`config.mk`:
```
export PLATFORM = sky130hd
export DESIGN_NAME = mode_arbiter
export DESIGN_NICKNAME = d
export VERILOG_FILES = /design/src/rtl/mode_arbiter.sv
export SDC_FILE = /design/constraint.sdc
export NUM_CORES = 1
export LEC_CHECK = 0
export ABC_AREA = 0
export CORE_MARGIN = 5
export CORE_UTILIZATION = 47
export CTS_CLUSTER_DIAMETER = 120
export DETAILED_ROUTE_END_ITERATION = 6
export PLACE_DENSITY = 0.85
export SETUP_SLACK_MARGIN = 0.15
export SLEW_MARGIN = 20
export SYNTH_ARGS = -nofsm -noshare
export SYNTH_HDL_FRONTEND = slang
export SYNTH_SLANG_ARGS = --single-unit
```
`constraint.sdc`:
```
create_clock -name clk -period 4.6 [get_ports clk]
set_input_delay 0.46 -clock clk [delete_from_list [all_inputs] [get_ports clk]]
set_output_delay 0.46 -clock clk [all_outputs]
set_load 0.005 [all_outputs]
```
`src/rtl/mode_arbiter.sv`:
```
// mode_arbiter: grants the LCD character path and push-switches to one display mode, with frame-aligned blank switching and alarm preemption (idle timeout under `MODE_TIMEOUT_EN`).
module mode_arbiter #(
  parameter int BLANK_CHARS = 32,
  parameter int ALARM_SECS  = 60,
  parameter int IDLE_SECS   = 30
) (
  input  logic       clk,
  input  logic       rst,
  input  logic       en_clk,
  input  logic       en_1hz,
  input  logic [3:0] dip_sw,
  input  logic [3:0] sw_in,
  input  logic       alarm_req,
  input  logic [4:0] index_char,
  input  logic [7:0] data_mode0,
  input  logic [7:0] data_mode1,
  input  logic [7:0] data_mode2,
  input  logic [7:0] data_mode3,
  output logic [7:0] data_char,
  output logic [3:0] sw_mode0,
  output logic [3:0] sw_mode1,
  output logic [3:0] sw_mode2,
  output logic [3:0] sw_mode3,
  output logic [1:0] mode,
  output logic       busy,
  output logic       alarm_active,
  output logic       alarm_ack
);
  typedef enum logic [1:0] {OWN, SWITCH_WAIT, BLANK, ALARM} state_t;
  localparam logic [5:0] BLANK_LAST = 6'(BLANK_CHARS - 1);
  localparam logic [5:0] ALARM_LAST = 6'(ALARM_SECS - 1);
  state_t state_q, state_d;
  logic [1:0] owner_q, owner_d, target_q, target_d, dec_req, req;
  logic [5:0] blank_cnt_q, blank_cnt_d, sec_cnt_q, sec_cnt_d;
  logic [3:0] sw_q, sw_rise;
  logic pend_q, pend_d, alarm_q, alarm_rise;
  logic busy_q, busy_d, active_q, active_d, ack_q, ack_d;
  logic [7:0] owner_data;
  assign dec_req = dip_sw == 4'b0001 ? 2'd1 :
                   dip_sw == 4'b0010 ? 2'd2 :
                   dip_sw == 4'b0100 ? 2'd3 : 2'd0;
  assign sw_rise = sw_in & ~sw_q;
  assign alarm_rise = alarm_req & ~alarm_q;
`ifdef MODE_TIMEOUT_EN
  localparam logic [5:0] IDLE_LAST = 6'(IDLE_SECS - 1);
  logic idle_q, idle_d;
  logic [3:0] dip_q;
  assign req = idle_q ? 2'd0 : dec_req;
`else
  assign req = dec_req;
`endif
  always_comb begin
    state_d = state_q;
    owner_d = owner_q;
    target_d = target_q;
    pend_d = pend_q | alarm_rise;
    blank_cnt_d = blank_cnt_q;
    sec_cnt_d = sec_cnt_q;
    ack_d = 1'b0;
`ifdef MODE_TIMEOUT_EN
    idle_d = idle_q & (dip_sw == dip_q);
`endif
    case (state_q)
      OWN: begin
        if (alarm_rise || (pend_q && owner_q != 2'd3) || req != owner_q) begin
          target_d = (alarm_rise || pend_q) ? 2'd3 : req;
          state_d = SWITCH_WAIT;
        end else if (pend_q) begin
          state_d = ALARM;
          sec_cnt_d = '0;
        end
`ifdef MODE_TIMEOUT_EN
        // Stopwatch and watch modes never time out; only set and alarm-view do.
        if (owner_q == 2'd1 || owner_q == 2'd3) begin
          if (|sw_rise) sec_cnt_d = '0;
          else if (en_1hz) begin
            sec_cnt_d = sec_cnt_q == IDLE_LAST ? 6'd0 : sec_cnt_q + 6'd1;
            if (sec_cnt_q == IDLE_LAST) idle_d = 1'b1;
          end
        end else sec_cnt_d = '0;
`endif
      end
      SWITCH_WAIT: begin
        sec_cnt_d = '0;
        if (en_clk && index_char == 5'd31) begin
          state_d = BLANK;
          blank_cnt_d = '0;
        end
      end
      BLANK: begin
        if (en_clk) begin
          blank_cnt_d = blank_cnt_q + 6'd1;
          if (blank_cnt_q == BLANK_LAST) begin
            owner_d = target_q;
            state_d = (pend_d && target_q == 2'd3) ? ALARM : OWN;
            sec_cnt_d = '0;
          end
        end
      end
      ALARM: begin
        if (|sw_rise || (en_1hz && sec_cnt_q == ALARM_LAST)) begin
          ack_d = 1'b1;
          pend_d = 1'b0;
          target_d = dec_req;
          state_d = SWITCH_WAIT;
        end else if (en_1hz) sec_cnt_d = sec_cnt_q + 6'd1;
      end
    endcase
    busy_d = state_d == SWITCH_WAIT || state_d == BLANK;
    active_d = state_d == ALARM;
  end
  always_ff @(posedge clk or posedge rst) begin
    if (rst) begin
      state_q <= OWN;
      owner_q <= '0;
      target_q <= '0;
      pend_q <= 1'b0;
      blank_cnt_q <= '0;
      sec_cnt_q <= '0;
      sw_q <= '0;
      alarm_q <= 1'b0;
      busy_q <= 1'b0;
      active_q <= 1'b0;
      ack_q <= 1'b0;
`ifdef MODE_TIMEOUT_EN
      idle_q <= 1'b0;
      dip_q <= '0;
`endif
    end else begin
      state_q <= state_d;
      owner_q <= owner_d;
      target_q <= target_d;
      pend_q <= pend_d;
      blank_cnt_q <= blank_cnt_d;
      sec_cnt_q <= sec_cnt_d;
      sw_q <= sw_in;
      alarm_q <= alarm_req;
      busy_q <= busy_d;
      active_q <= active_d;
      ack_q <= ack_d;
`ifdef MODE_TIMEOUT_EN
      idle_q <= idle_d;
      dip_q <= dip_sw;
`endif
    end
  end
  assign owner_data = owner_q == 2'd0 ? data_mode0 :
                      owner_q == 2'd1 ? data_mode1 :
                      owner_q == 2'd2 ? data_mode2 : data_mode3;
  always_comb begin
    data_char = state_q == BLANK ? 8'h20 : state_q == ALARM ? data_mode3 : owner_data;
    sw_mode0 = (state_q == OWN && owner_q == 2'd0) ? sw_in : 4'd0;
    sw_mode1 = (state_q == OWN && owner_q == 2'd1) ? sw_in : 4'd0;
    sw_mode2 = (state_q == OWN && owner_q == 2'd2) ? sw_in : 4'd0;
    sw_mode3 = (state_q == OWN && owner_q == 2'd3) ? sw_in : 4'd0;
  end
  assign mode = owner_q;
  assign busy = busy_q;
  assign alarm_active = active_q;
  assign alarm_ack = ack_q;
endmodule
```
==> impl_results.rst <==
.. list-table::
   :header-rows: 1

   * - Metric
     - Value
   * - Outcome
     - completed
   * - CP Cell Sequence
     - nor2_1, and3_1, and2_1, clkdlybuf4s50_1
   * - Die ar.
     - 0.00570 mm²
   * - Total wire length after detailed routing
     - 5770 µm
   * - DR vias/cell
     - 5.88
   * - Count of input and output buffers
     - approximately 80
   * - Total number of placement rows
     - 23
   * - Post-cts gate resize count
     - 0
   * - Post-synth EDFFs
     - 0
   * - Setup-failing EPs final
     - 0
   * - Vias
     - ~2.1k
   * - Final number of max-transition violations
     - 0
   * - Utilization of the core after routing
     - between 60 and 70%
   * - Fraction of power consumed by sequential logic
     - 51.5%
   * - CTS clock-pin slew for the worst setup and hold paths
     - 90 ps
   * - Internal power contribution
     - just under 400 µW
   * - Number of instances in the synthesized netlist
     - ~240
   * - Initial cell density of the core
     - between 40% and 50%
   * - Number of clock sinks
     - 27
   * - Classification of the worst setup path
     - flop to output pin
   * - Number of buffers between clock root and the deepest sink
     - 2
   * - Top cells by area in the synthesized netlist
     - sky130_fd_sc_hd__dfrtp_1 (33%), sky130_fd_sc_hd__and2_1 (5.3%), sky130_fd_sc_hd__a21oi_1 (4.2%)
   * - Crit path capture type
     - output pin
   * - Total half-perimeter wirelength after legalization and detailed placement
     - ~4500 µm
   * - Actual slew at the worst max-slew pin
     - 791 ps
   * - Max cap viols
     - 0
   * - Smallest setup slack after layout
     - 1560 ps
   * - Post-CTS setup buffer count
     - 0
   * - Final period utilization
     - approximately two thirds
   * - Switching Share
     - 26.1%
   * - Met3 track demand over resource in global routing
     - about 3.4%
   * - Final-report hold violation count
     - 0
   * - P_sw
     - between 100 and 150 µW
   * - Total of hold buffers inserted after clock tree synthesis
     - 0
   * - Unrepaired setup endpoints after global routing
     - false
   * - TritonCTS clock tree
     - yes
   * - Critical path data required time
     - between 4000 and 5000 ps
   * - TNS Setup
     - 0 ps
   * - Highest ir drop seen on vdd
     - 188 µV
   * - Final Skew
     - around 3.5 ps
   * - Worst-path cell with the longest stage delay
     - sky130_fd_sc_hd__nor2_1
   * - Number of flip-flops and latches in the synthesized netlist
     - 27
   * - Clock period minus final worst setup slack
     - between 3000 and 4000 ps
   * - Largest net degree at the start of global routing
     - 28
   * - Number of nets produced by synthesis
     - roughly 290
   * - Iteration-0 DRC count of the detailed router
     - 85
   * - Static power due to leakage
     - around 0.0012 µW
   * - Clk_lat worst skew
     - 270 ps
   * - Most instantiated cells after synthesis
     - sky130_fd_sc_hd__dfrtp_1 (27), sky130_fd_sc_hd__nor2_1 (21), sky130_fd_sc_hd__nand2_1 (18)
   * - GR Util met2
     - 37.0%
   * - Synth warnings
     - 0
   * - Synthesis-to-finish area growth
     - 41.0%
   * - Global-route wire length before repair
     - ~9500 µm
   * - Share of Yosys cell area claimed by the top area cell type
     - 33.5%
   * - Number of design rule violations left after detail routing
     - 0
   * - Clk pwr share
     - about 25%
   * - WL/cell
     - 16.2 µm
   * - Core Region
     - slightly above 0.004 mm²
   * - Overflow after GRT
     - 0
   * - Worst path max stage delay
     - 700 ps
   * - Overall routing resource usage
     - between 20% and 30%
   * - Worst slack, placed
     - ~1900 ps
   * - Maximum frequency from static timing analysis
     - around 0.33 GHz
   * - Cell accounting for the most synthesized area
     - sky130_fd_sc_hd__dfrtp_1
   * - Clk Tree Root Cell
     - sky130_fd_sc_hd__clkbuf_8
   * - Most Used Layer, Global Route
     - met2
   * - Most used standard cell by instance count after synthesis
     - sky130_fd_sc_hd__dfrtp_1
   * - Worst path arrival time
     - approximately 2600 ps
   * - Diode insertion count for antenna repair
     - 0
   * - Y dimension of the die
     - 75.5 µm
   * - Number of global-route vias before repair
     - around 2.0k
   * - Antenna viol nets, final
     - 0
   * - First-pass DRT Iterations
     - 4
   * - Synth async-reset ratio
     - 100%
   * - Class of the worst hold path
     - flop to flop
   * - CP Max Fanout
     - 25
   * - GR met1 Demand/Resource
     - 28.2%
   * - Deepest level of the CTS H-tree
     - 1
   * - Number of CTS-inserted buffers
     - 3
   * - Worst relative slew slack
     - between 40% and 50%
   * - Routability Congestion
     - roughly 0.81
   * - Antenna violations before repair
     - 0
   * - Area of the mapped netlist
     - about 0.0020 mm²
   * - CP Launch Type
     - flop
   * - Chip Width
     - around 76 µm
   * - Combinational power share
     - 23.6%
   * - Count of boundary I/O pins
     - 79
   * - Fraction of layout cells with a size suffix above 1
     - 4.89%
   * - Synthesized area divided by synthesized cell count
     - roughly 8.4 µm²
   * - Power density over cell area
     - ~190 mW/mm²
   * - Number of library cell types mapped by synthesis
     - 49
   * - Nets
     - 361
   * - Most common flop cell mapped by yosys
     - sky130_fd_sc_hd__dfrtp_1
   * - Share of the yosys chip area belonging to registers
     - approximately a third
-- cell families after synthesis --
family	count (synthesis)	synth area share [%]
XOR/XNOR	3	1.30
AO/OA/AOI/OAI	76	27.0
AND/OR/NAND/NOR	104	28.2
buffers and inverters	23	4.71
adder cells (fa/ha/maj)	3	1.86
flip-flops	27	33.5
multiplexers	3	3.35
-- layout by cell type (no fill, tap or decap), types with 2 or more instances in the layout --
master / synthesis / layout
sky130_fd_sc_hd__nor2_1: 21 / 21
sky130_fd_sc_hd__a21oi_1: 17 / 17
sky130_fd_sc_hd__nor2b_1: 12 / 12
sky130_fd_sc_hd__o21ai_0: 11 / 11
sky130_fd_sc_hd__a211oi_1: 5 / 5
sky130_fd_sc_hd__and2_1: 17 / 17
sky130_fd_sc_hd__o211ai_1: 2 / 2
sky130_fd_sc_hd__o21ai_1: 4 / 4
sky130_fd_sc_hd__nor4_1: 3 / 3
sky130_fd_sc_hd__dfrtp_1: 27 / 27
sky130_fd_sc_hd__ha_1: 3 / 3
sky130_fd_sc_hd__inv_1: 6 / 5
sky130_fd_sc_hd__xnor2_1: 3 / 3
sky130_fd_sc_hd__nand3_1: 6 / 6
sky130_fd_sc_hd__nand2b_1: 3 / 3
sky130_fd_sc_hd__a2bb2oi_1: 2 / 2
sky130_fd_sc_hd__mux4_2: 3 / 3
sky130_fd_sc_hd__o31ai_1: 6 / 6
sky130_fd_sc_hd__and3_1: 6 / 6
sky130_fd_sc_hd__a21o_1: 7 / 7
sky130_fd_sc_hd__a311o_1: 2 / 2
sky130_fd_sc_hd__nand4_1: 4 / 4
sky130_fd_sc_hd__a41oi_1: 3 / 3
sky130_fd_sc_hd__clkdlybuf4s50_1: 0 / 78
sky130_fd_sc_hd__inv_2: 3 / 4
sky130_fd_sc_hd__or3_1: 2 / 2
sky130_fd_sc_hd__clkbuf_8: 0 / 3
sky130_fd_sc_hd__a22oi_1: 2 / 2
sky130_fd_sc_hd__nor3b_1: 4 / 4
sky130_fd_sc_hd__a22o_1: 7 / 7
sky130_fd_sc_hd__nand2_1: 18 / 18
-- area by class of cell --
cell class              instances  area (µm²)
multi-input cells             189        1250
fillers                       344        1240
well taps                      50        62.6
flip-flops and latches         27         676
inverters                       9        33.8
clock buffers                   4        45.0
repair buffers                 78         781
-- worst paths after layout --
path | depth (start not counted) | slack, ps | endpoint | startpoint
min in group asynchronous | 2 | 550 | alarm_active | rst
worst max register to register | 5 | 1950 | busy | state_q[1]
worst min-delay path | 1 | 480 | sec_cnt_q[5] | sec_cnt_q[5]
max in group asynchronous | 2 | 3670 | state_q[0] | rst
worst max-delay path | 4 | 1560 | sw_mode2[0] | state_q[1]
worst min register to register | 1 | 480 | sec_cnt_q[5] | sec_cnt_q[5]
-- registers in the layout, indices dropped and copies added, names as in the netlist --
name and cells:
blank_cnt_q 6, sec_cnt_q 6, sw_q 4, mode 2
state_q 2, target_q 2, alarm_ack 1, alarm_active 1
alarm_q 1, busy 1, pend_q 1
-- metal layers --
layer,wire [µm],share of wire [%]
met1,2460,43
met2,2710,47
met3,567,9.8
met4,36,0.62
met5,0,0
-- per-stage QoR --
| step | cell area (µm²) | power [µW] | hold slack [ps] | cells |
|---|---|---|---|---|
| 5_1_grt | 2840 | 569 | 505 | 357 |
| 6_report | 2840 | 536 | 478 | 357 |
| 3_3_place_gp | 2800 | 403 | 464 | 353 |
| 4_1_cts | 2840 | 540 | 480 | 357 |
| 2_1_floorplan | 2020 | 335 | 441 | 239 |
| 3_5_place_dp | 2800 | 408 | 467 | 353 |
-- power by group through the flow --
| stage | Combinational (µW) | Sequential (µW) | Clock, µW |
|---|---|---|---|
| 2_1_floorplan | 60.4 | 275 | 0 |
| 3_3_place_gp | 124 | 279 | 0 |
| 3_5_place_dp | 127 | 281 | 0 |
| 5_1_grt | 140 | 280 | 150 |
| 6_report | 127 | 276 | 134 |
| 4_1_cts | 128 | 276 | 136 |
-- critical path, delay by kind of cell, from the launching register on --
kind          cells  cell delay, ps
flops             1             670
simple gates      3            1140
buf+inv           1             500
Power figures use the tool's default switching activity.
